`src/rtl/axe_clk_mon_pkg.sv`:
```
// Shared types and helpers for the clock frequency monitor.
package axe_clk_mon_pkg;

    localparam int unsigned CNT_W_DEF = 16;
    // Widest counter the difference helper supports (CNT_W must not exceed this).
    localparam int unsigned MAX_W     = 32;

    typedef enum logic [1:0] {
        ST_IDLE    = 2'd0,
        ST_SETTLE  = 2'd1,
        ST_MEASURE = 2'd2
    } mon_state_e;

    function automatic logic [MAX_W:0] abs_diff(input logic [MAX_W-1:0] a, input logic [MAX_W-1:0] b);
        logic [MAX_W:0] wa;
        logic [MAX_W:0] wb;
        wa = {1'b0, a};
        wb = {1'b0, b};
        return (wa >= wb) ? (wa - wb) : (wb - wa);
    endfunction

endpackage

```
`src/rtl/axe_clk_mon_sync.sv`:
```
// Multi-flop synchronizer for the monitored clock plus rise/fall detection on the synchronized level.
module axe_clk_mon_sync #(
    parameter int unsigned SYNC_STAGES = 2
) (
    input  logic clk,
    input  logic rst_n,
    input  logic mon_clk,
    output logic rise,
    output logic fall,
    output logic s
);

    logic [SYNC_STAGES-1:0] sync_q;
    logic                   s_d;

    always_ff @(posedge clk or negedge rst_n) begin
        if (!rst_n) begin
            sync_q <= '0;
            s_d    <= 1'b0;
        end else begin
            sync_q <= {sync_q[SYNC_STAGES-2:0], mon_clk};
            s_d    <= sync_q[SYNC_STAGES-1];
        end
    end

    always_comb begin
        s    = sync_q[SYNC_STAGES-1];
        rise = s & ~s_d;
        fall = ~s & s_d;
    end

endmodule

```
`src/rtl/axe_clk_freq_monitor.sv`:
```
// Measures period and high time of i_mon_clk in i_clk cycles and flags period/duty/stopped errors.
// Optional assertion and error-report block: define AXE_CLK_FREQ_MON_SVA_EN.
module axe_clk_freq_monitor
    import axe_clk_mon_pkg::*;
#(
    parameter int unsigned CNT_W        = CNT_W_DEF,
    parameter int unsigned SYNC_STAGES  = 2,
    parameter int unsigned SETTLE_EDGES = 2
) (
    input  logic             i_clk,
    input  logic             i_rst_n,
    input  logic             i_enable,
    input  logic             i_mon_clk,
    input  logic [CNT_W-1:0] i_exp_period,
    input  logic [CNT_W-1:0] i_exp_high,
    input  logic [CNT_W-1:0] i_tol,
    output logic [CNT_W-1:0] o_period,
    output logic [CNT_W-1:0] o_high,
    output logic             o_valid,
    output logic             o_period_err,
    output logic             o_duty_err,
    output logic             o_clk_stopped,
    output logic [CNT_W-1:0] o_err_count
);

    localparam int unsigned SET_W = $clog2(SETTLE_EDGES + 1);

    mon_state_e       state;
    mon_state_e       state_nxt;
    logic             rise;
    logic             fall;
    logic             s;
    logic [CNT_W-1:0] cnt_pd;
    logic [CNT_W-1:0] cnt_hi;
    logic [CNT_W-1:0] hi_lat;
    logic [CNT_W-1:0] meas_high;
    logic             fall_seen;
    logic [SET_W-1:0] settle_cnt;
    logic             run;
    logic             measuring;
    logic             clr_count;
    logic             settle_done;
    logic [CNT_W:0]   pd_diff;
    logic [CNT_W:0]   hi_diff;
    logic             publish;
    logic             period_bad;
    logic             duty_bad;
    logic             timeout_hit;
    logic             err_event;

    axe_clk_mon_sync #(
        .SYNC_STAGES(SYNC_STAGES)
    ) u_sync (
        .clk    (i_clk),
        .rst_n  (i_rst_n),
        .mon_clk(i_mon_clk),
        .rise   (rise),
        .fall   (fall),
        .s      (s)
    );

    always_ff @(posedge i_clk or negedge i_rst_n) begin
        if (!i_rst_n) begin
            state <= ST_IDLE;
        end else begin
            state <= state_nxt;
        end
    end

    always_comb begin
        state_nxt = state;
        if (!i_enable) begin
            state_nxt = ST_IDLE;
        end else begin
            case (state)
                ST_IDLE:    state_nxt = ST_SETTLE;
                ST_SETTLE:  if (settle_done) state_nxt = ST_MEASURE;
                ST_MEASURE: state_nxt = ST_MEASURE;
                default:    state_nxt = ST_IDLE;
            endcase
        end
    end

    always_comb begin
        run         = (state != ST_IDLE);
        measuring   = (state == ST_MEASURE) && i_enable;
        clr_count   = (state == ST_IDLE) && i_enable;
        settle_done = (state == ST_SETTLE) && rise && (settle_cnt == SET_W'(SETTLE_EDGES - 1));
    end

    always_ff @(posedge i_clk or negedge i_rst_n) begin
        if (!i_rst_n) begin
            cnt_pd     <= '0;
            cnt_hi     <= '0;
            hi_lat     <= '0;
            fall_seen  <= 1'b0;
            settle_cnt <= '0;
        end else if (!run) begin
            cnt_pd     <= '0;
            cnt_hi     <= '0;
            hi_lat     <= '0;
            fall_seen  <= 1'b0;
            settle_cnt <= '0;
        end else begin
            if (rise) begin
                cnt_pd <= CNT_W'(1);
            end else if (cnt_pd != '1) begin
                cnt_pd <= cnt_pd + 1'b1;
            end
            if (rise) begin
                cnt_hi <= CNT_W'(1);
            end else if (s && (cnt_hi != '1)) begin
                cnt_hi <= cnt_hi + 1'b1;
            end
            if (fall) begin
                hi_lat    <= cnt_hi;
                fall_seen <= 1'b1;
            end else if (rise) begin
                fall_seen <= 1'b0;
            end
            if ((state == ST_SETTLE) && rise) begin
                settle_cnt <= settle_cnt + 1'b1;
            end
        end
    end

    // A rise with no fall since the previous rise means the clock never went low: report 100% duty.
    always_comb begin
        meas_high   = fall_seen ? hi_lat : cnt_pd;
        pd_diff     = (CNT_W+1)'(abs_diff(MAX_W'(cnt_pd), MAX_W'(i_exp_period)));
        hi_diff     = (CNT_W+1)'(abs_diff(MAX_W'(meas_high), MAX_W'(i_exp_high)));
        publish     = measuring && rise;
        period_bad  = pd_diff > {1'b0, i_tol};
        duty_bad    = (i_exp_high != '0) && (hi_diff > {1'b0, i_tol});
        timeout_hit = measuring && !rise && !o_clk_stopped && ({1'b0, cnt_pd} >= {i_exp_period, 1'b0});
        err_event   = (publish && (period_bad || duty_bad)) || timeout_hit;
    end

    always_ff @(posedge i_clk or negedge i_rst_n) begin
        if (!i_rst_n) begin
            o_period     <= '0;
            o_high       <= '0;
            o_valid      <= 1'b0;
            o_period_err <= 1'b0;
            o_duty_err   <= 1'b0;
        end else begin
            o_valid      <= publish;
            o_period_err <= publish && period_bad;
            o_duty_err   <= publish && duty_bad;
            if (publish) begin
                o_period <= cnt_pd;
                o_high   <= meas_high;
            end
        end
    end

    always_ff @(posedge i_clk or negedge i_rst_n) begin
        if (!i_rst_n) begin
            o_clk_stopped <= 1'b0;
            o_err_count   <= '0;
        end else begin
            if (!measuring || rise) begin
                o_clk_stopped <= 1'b0;
            end else if (timeout_hit) begin
                o_clk_stopped <= 1'b1;
            end
            if (clr_count) begin
                o_err_count <= '0;
            end else if (err_event && (o_err_count != '1)) begin
                o_err_count <= o_err_count + 1'b1;
            end
        end
    end

`ifdef AXE_CLK_FREQ_MON_SVA_EN
    if ((SYNC_STAGES < 2) || (SETTLE_EDGES < 1)) begin : g_param_chk
        $error("axe_clk_freq_monitor: SYNC_STAGES=%0d (min 2) SETTLE_EDGES=%0d (min 1)",
               SYNC_STAGES, SETTLE_EDGES);
    end

    always_ff @(posedge i_clk) begin
        if (i_rst_n && publish && period_bad)
            $error("%t axe_clk_freq_monitor period error: measured=%0d expected=%0d tol=%0d",
                   $time, cnt_pd, i_exp_period, i_tol);
        if (i_rst_n && publish && duty_bad)
            $error("%t axe_clk_freq_monitor duty error: measured=%0d expected=%0d tol=%0d",
                   $time, meas_high, i_exp_high, i_tol);
        if (i_rst_n && timeout_hit)
            $error("%t axe_clk_freq_monitor clock stopped: count=%0d expected period=%0d",
                   $time, cnt_pd, i_exp_period);
    end

    a_valid_in_measure: assert property (@(posedge i_clk) disable iff (!i_rst_n)
        o_valid |-> (state == ST_MEASURE))
        else $error("%t axe_clk_freq_monitor o_valid outside MEASURE", $time);
`endif

endmodule

```
`config.mk`:
```
export PLATFORM = sky130hd
export DESIGN_NAME = axe_clk_freq_monitor
export DESIGN_NICKNAME = d
export VERILOG_FILES = /design/src/rtl/axe_clk_mon_pkg.sv /design/src/rtl/axe_clk_mon_sync.sv /design/src/rtl/axe_clk_freq_monitor.sv
export SDC_FILE = /design/constraint.sdc
export NUM_CORES = 1
export LEC_CHECK = 0
export CAP_MARGIN = 20
export CORE_AREA = 2 2 158 160
export DETAILED_ROUTE_END_ITERATION = 16
export DIE_AREA = 0 0 160 162
export PLACE_DENSITY = 0.6
export SLEW_MARGIN = 5
export SYNTH_ARGS = -nofsm -noshare
export SYNTH_HDL_FRONTEND = slang
export SYNTH_SLANG_ARGS = --single-unit
```
`constraint.sdc`:
```
create_clock -name i_clk -period 8.55 [get_ports i_clk]
set_clock_uncertainty 0.05 [all_clocks]
set_input_delay 0.855 -clock i_clk [delete_from_list [all_inputs] [get_ports i_clk]]
set_output_delay 0.855 -clock i_clk [all_outputs]
set_load 0.05 [all_outputs]
```
# After elaboration in Yosys (flattened, before gate mapping)
# Index checks and enable logic that the tools add are counted.
word_totals:
  romBits: 0
  inputBits: 52
  memories: 0
  ram_bits: 0
  reg_bits: 108
  out_inout_bits: 52
  latchBits: 0
classes:
  multipliers: 0
  muxes: 23
  order_cmp: 5
  reduce_logical: 25
  n_addsub: 8
  div_mod_pow: 0
  n_bitwise: 4
  n_eq_ne: 12
  shift: 0
ops:
  columns: ["operator", "count"]
  rows:
  - ["16-bit 2-to-1 mux", 11]
  - ["16-bit by 16-bit subtractor with 17-bit output", 4]
  - ["16-bit by 1-bit adder with 16-bit output, second input constant", 3]
  - ["16-bit != test, second input constant", 3]
  - ["17-bit by 16-bit greater-than comparator with 1-bit output", 2]
  - ["17-bit 2-to-1 mux", 2]
  - ["16-bit greater-or-equal comparator", 2]
  - ["16-bit by 17-bit greater-or-equal comparator with 1-bit output", 1]
  - ["16-bit nonzero test", 1]
  - ["1-bit logical AND", 14]
  - ["2-bit 2-to-1 mux", 4]
  - ["3-bit by 2-bit != test with 1-bit output, second input constant", 2]
  - ["3-bit != test, second input constant", 2]
  - ["2-bit one-hot mux with 3 select lines", 1]
  - ["2-bit nonzero test", 3]
  - ["1-bit 2-to-1 mux", 5]
  - ["2-bit by 1-bit == test with 1-bit output, second input constant", 2]
  - ["1-bit zero test", 3]
  - ["1-bit logical OR", 3]
  - ["2-bit by 1-bit adder with 2-bit output, second input constant", 1]
  - ["1-bit bitwise AND", 2]
  - ["2-bit == test, second input constant", 1]
  - ["2-bit zero test", 1]
  - ["2-bit by 1-bit != test with 1-bit output, second input constant", 1]
  - ["other kinds (2)", 3]

# Depth between registers and ports, before layout
depth:
  depth_word: 11
  mapped_depth: 28
  mapped_depth_nobuf: 24

# By module
# A second synthesis with hierarchy kept.
unflattened:
  hier_cells: 1094
  area_unflattened_um2: 9382.7
by_module_without_submodules:
  columns: ["mod", "area_each_um2", "instances", "cells_each"]
  rows:
  - ["axe_clk_freq_monitor", 9292.7, 1, 1089]
  - ["axe_clk_mon_sync", 90.1, 1, 5]

# Worst setup path after synthesis
# Ideal clock, no wire load.
synth_path:
  path_type: "register to register"
  start: "register fall_seen"
  end: "register o_err_count[9]"
  path_buffers: 5
  setup_slack_ns: 2.695
  path_stages_with_launch: 27
  required_time_ns: 8.422
  arrival_time_ns: 5.727
  path_cell_list: "dfrtp_1 -> clkbuf_1 -> clkbuf_1 -> mux2i_1 -> inv_1 -> ha_1 -> nor2b_1 -> o2111ai_1 -> a21boi_1 -> o211ai_1 -> nand3_1 -> clkbuf_1 -> a2111oi_0 -> o32ai_1 -> a311oi_1 -> a221oi_1 -> ha_1 -> a211oi_1 -> o221ai_1 -> a21oi_1 -> a211oi_1 -> a311o_2 -> o31ai_2 -> buf_6 -> buf_6 -> o31ai_1 -> a21oi_1"
synth_via:
  elab_chain_cells: 10
synth_rtl:
  columns: ["element", "line", "text"]
  rows:
  - ["from (decl)", "axe_clk_freq_monitor.sv:37", "logic fall_seen;"]
  - ["from (signal assigned)", "axe_clk_freq_monitor.sv:96", "fall_seen <= 1'b0;"]
  - ["from (signal assigned)", "axe_clk_freq_monitor.sv:102", "fall_seen <= 1'b0;"]
  - ["from (signal assigned)", "axe_clk_freq_monitor.sv:117", "fall_seen <= 1'b1;"]
  - ["16-bit 2-to-1 mux *", "axe_clk_freq_monitor.sv:129", "meas_high = fall_seen ? hi_lat : cnt_pd;"]
  - ["net meas_high[1]", "axe_clk_freq_monitor.sv:36", "logic [CNT_W-1:0] meas_high;"]
  - ["16-bit by 16-bit subtractor with 17-bit output or 16-bit greater-or-equal comparator (tied branches)", "axe_clk_mon_pkg.sv:19", "return (wa >= wb) ? (wa - wb) : (wb - wa);"]
  - ["17-bit 2-to-1 mux *", "axe_clk_mon_pkg.sv:19", null]
  - ["17-bit by 16-bit greater-than comparator with 1-bit output *", "axe_clk_freq_monitor.sv:134", "duty_bad = (i_exp_high != '0) && (hi_diff > {1'b0, i_tol});"]
  - ["1-bit logical AND *", "axe_clk_freq_monitor.sv:134", null]
  - ["1-bit logical OR *", "axe_clk_freq_monitor.sv:136", "err_event = (publish && (period_bad || duty_bad)) || timeout_hit;"]
  - ["1-bit logical AND *", "axe_clk_freq_monitor.sv:136", null]
  - ["1-bit logical OR *", "axe_clk_freq_monitor.sv:136", null]
  - ["1-bit logical AND *", "axe_clk_freq_monitor.sv:169", "end else if (err_event && (o_err_count != '1)) begin"]
  - ["2-bit nonzero test (no source line) *", null, null]
  - ["to (signal assigned)", "axe_clk_freq_monitor.sv:170", "o_err_count <= o_err_count + 1'b1;"]
  - ["to (decl)", "axe_clk_freq_monitor.sv:23", "output logic [CNT_W-1:0] o_err_count"]
# The timed path passes the listed nets; every way through them passes the cells marked *.
# A chain may end at the register's enable or synchronous reset.

# Worst setup path in the final report
layout_path:
  start: "register fall_seen"
  end: "register o_err_count[11]"
# The elaborated chain is that of the path after synthesis.

==> metrics.txt <==
CP max FO=21; sequential-to-total area share from yosys stat=28.9%; first-pass GRT wire length=43.5 mm; Crit. End Element=flop; GRT Total Usage=21.0%; RSZ-0062 raised after global routing=false; Net Count, Synth=1280; Remaining DRCs=0; Post-synth EDFFs=0; antenna violations before repair=1; Yosys Warn Count=0; core area=24100 µm²; biggest cell delay along the critical path=0.90 ns; post-synth top area cell=dfrtp_1; Buffers on Ports=103; PD cells=140 nW/µm²; largest cells by area after synthesis=dfrtp_1 (29%), ha_1 (16%), mux2i_1 (5.5%); Root Driver=clkbuf_16; Startpoint Class=flop; DPL Wire Length=21.5 mm; Initial Utilization=38.8%; Metal-1 WL=12.9 mm; Mapped Cells=1103; Critical Path, Cell by Cell=mux2i_1 -> inv_1 -> ha_1 -> o21ai_1 -> a21oi_1 -> a21boi_1 -> o211ai_1 -> nand3_1 -> mux2_2 -> o41ai_1 -> a21oi_1 -> xnor2_1 -> ha_1 -> nand4_1 -> nor3_1 -> a21oi_1 -> a211oi_1 -> a311o_2 -> o31ai_2 -> buf_4 -> or4_1 -> a21oi_1; Post-DRT Antenna Nets=0; Slew Limit Fails=0; met2 routed WL=12.7 mm; DRT Wirelength=27.1 mm; Hold Crit Depth=0; clk_lat worst skew=0.36 ns; Period minus WS final=7.00 ns; Resize count post-CTS=0; Via density=5.45; Buf/Inv on CP=2; setup TNS=0 ns; total grt overflow=0; GP Congestion=0.917; Hold Path Class=flop to flop; Synth top area share=28.9%; Synth Cell Area=9360 µm²; Rel. slew slack=34.8%; share of post-route cells with drive strength above 1=3.23%; kind of critical path=flop to flop; vias post-DR=8175; # IOs=104; Fmax=143 MHz; hold buffers post-CTS=0; Ant. Diodes=0; CP dominant cell by count=a21oi_1; Worst path depth=22; Synth Flop Type=dfrtp_1; post-synth cell types=74; peak supply drop=0.0884 mV; H-tree Lvls=3; slowest CP cell=dfrtp_1; postcts setup bufs=0; Critical Path RT=8.78 ns; drt wl/cell=18.1 µm; Total Power=1.53 mW; DIE HEIGHT=162 µm; max-capacitance violation count=0; Tcrit/Tclk final=81.9%; largest net degree at the start of global routing=68; Final Setup Violations=0; Crit path arrival time=7.23 ns; Max Buffers Root-to-Sink=2; FP Rows=57; asr flop ratio synth=100%; clock sink count=108; vias in the first global route=8113; die width=160 µm; WHS=0.303 ns; Seq cells post-synth=108; actual slew at the worst max-slew pin=0.978 ns; Area growth syn-to-layout=16.2%; Pleak=4.98 nW; routed wl met3=1.03 mm; TritonCTS Buffers=9; DR pass1 iterations=5; Synth Area per Inst=8.49 µm²; CTS clk-pin slew, worst paths=0.08 ns; CP top delay family=compound AO/OA/AOI/OAI gates; worst reg2reg path depth=22; nets=1349; status=finished, final reports clean; CTS tree=built; Final Hold Fails=0; drt initial violations=538; area of the die=25900 µm²; Top Metal Used=met4
==> cell families after synthesis <==
| logic type | share of synthesized area (%) |
|---|---|
| AO/OA/AOI/OAI | 19.5 |
| XOR/XNOR | 5.33 |
| adder cells (fa/ha/maj) | 17.0 |
| buffers and inverters | 6.92 |
| flip-flops | 28.9 |
| multiplexers | 5.81 |
| AND/OR/NAND/NOR | 16.6 |
==> stage by stage <==
step                cell area [µm²]  cells  worst slack [ns]  util, %
detailed placement            10600   1485              1.60     43.8
floorplan                      9360   1103              2.70        -
global placement              10600   1485              1.45     43.8
finish                        10900   1501              1.55     45.1
global route                  10900   1501              1.12     45.1
CTS                           10900   1501              1.64     45.1
==> final timing paths <==
path                             startpoint          endpoint  slack [ns]
hold / removal             u_sync.sync_q[0]  u_sync.sync_q[1]        0.30
min in group asynchronous           i_rst_n       o_period[0]        0.45
setup / recovery                  fall_seen   o_err_count[11]        1.55
hold reg to reg            u_sync.sync_q[0]  u_sync.sync_q[1]        0.30
max in group asynchronous           i_rst_n   o_err_count[14]        6.73
setup reg to reg                  fall_seen   o_err_count[11]        1.55
==> synthesized netlist by cell type, types with 5 or more instances <==
master       n
mux2i_1     51
a211oi_1    11
dfrtp_1    108
xnor2_1     37
nor3_1      22
o21a_1       6
or3_1       12
o31ai_1      6
o221ai_1     5
and2_1       6
a2111oi_0    5
a31oi_1      9
buf_6        8
buf_2       11
xor2_1      20
a21oi_1     76
nor2_1      88
nor4_1       7
o21ai_1     13
nand3_1     32
o21bai_1     7
ha_1       121
and3_1      11
clkbuf_1    25
nand2_1    103
a21o_1      36
o211ai_1     5
o21ai_0     55
nand4_1     18
nor2b_1     14
inv_1      103
==> worst register-to-register path, delay by kind of cell (launching register included) <==
| kind | cells | cell delay (ns) |
|---|---|---|
| simple gates | 4 | 1.64 |
| compound gates | 11 | 2.03 |
| mux | 2 | 1.11 |
| fa+ha+maj | 2 | 0.75 |
| buf+inv | 2 | 0.29 |
| flops | 1 | 0.90 |
| xor+xnor | 1 | 0.15 |
==> per-layer routing <==
layer | vias up | track usage (%)
met4 | 0 | 5.24
met5 | - | 0
met3 | 30 | 2.43
li1 | 4040 | -
met1 | 3912 | 29.0
met2 | 193 | 35.1
==> cell usage in the layout (no fill, tap or decap), types with 4 or more instances in the layout <==
cell type / count
fa_1: 4
clkdlybuf4s50_1: 102
xor2_1: 20
a31oi_1: 9
nor4_1: 7
ha_1: 121
nand3_1: 31
nor3_1: 22
xnor2_1: 37
clkbuf_16: 9
nand4_1: 18
a21boi_0: 4
o21bai_1: 7
a2111oi_0: 5
nor2_1: 88
a211oi_1: 11
o211ai_1: 5
o31ai_1: 6
nor2b_1: 14
and3_1: 11
o21ai_0: 55
a21o_1: 36
inv_1: 103
nand2_1: 103
dfrtp_1: 108
buf_4: 4
o21ai_1: 13
a21oi_1: 76
and2_1: 6
or3_1: 12
o21a_1: 6
or4_1: 4
mux2i_1: 51
o221ai_1: 5
==> power by group <==
part / internal (mW) / switching [mW]
clock: 0.211 / 0.220
sequential: 0.535 / 0.0335
combinational: 0.203 / 0.324
total: 0.949 / 0.577
==> layout make-up <==
type / instances / area (µm²)
Fill cell: 2422 / 13200
Multi-Input combinational cell: 844 / 6020
Sequential cell: 108 / 2700
Timing Repair Buffer: 106 / 1050
Tap cell: 324 / 405
Inverter: 103 / 387
Clock buffer: 9 / 225
Clock inverter: 7 / 88.8
==> sequential cells by signal, indices dropped and copies added (netlist names) <==
signal and flops:
u_sync.s_d 1, o_period_err 1, hi_lat 16, state 2, u_sync.sync_q 2, o_clk_stopped 1, cnt_pd 16, o_period 16
o_high 16, o_valid 1, o_duty_err 1, o_err_count 16, settle_cnt 2, cnt_hi 16, fall_seen 1
(Power assumes the default switching activity.)
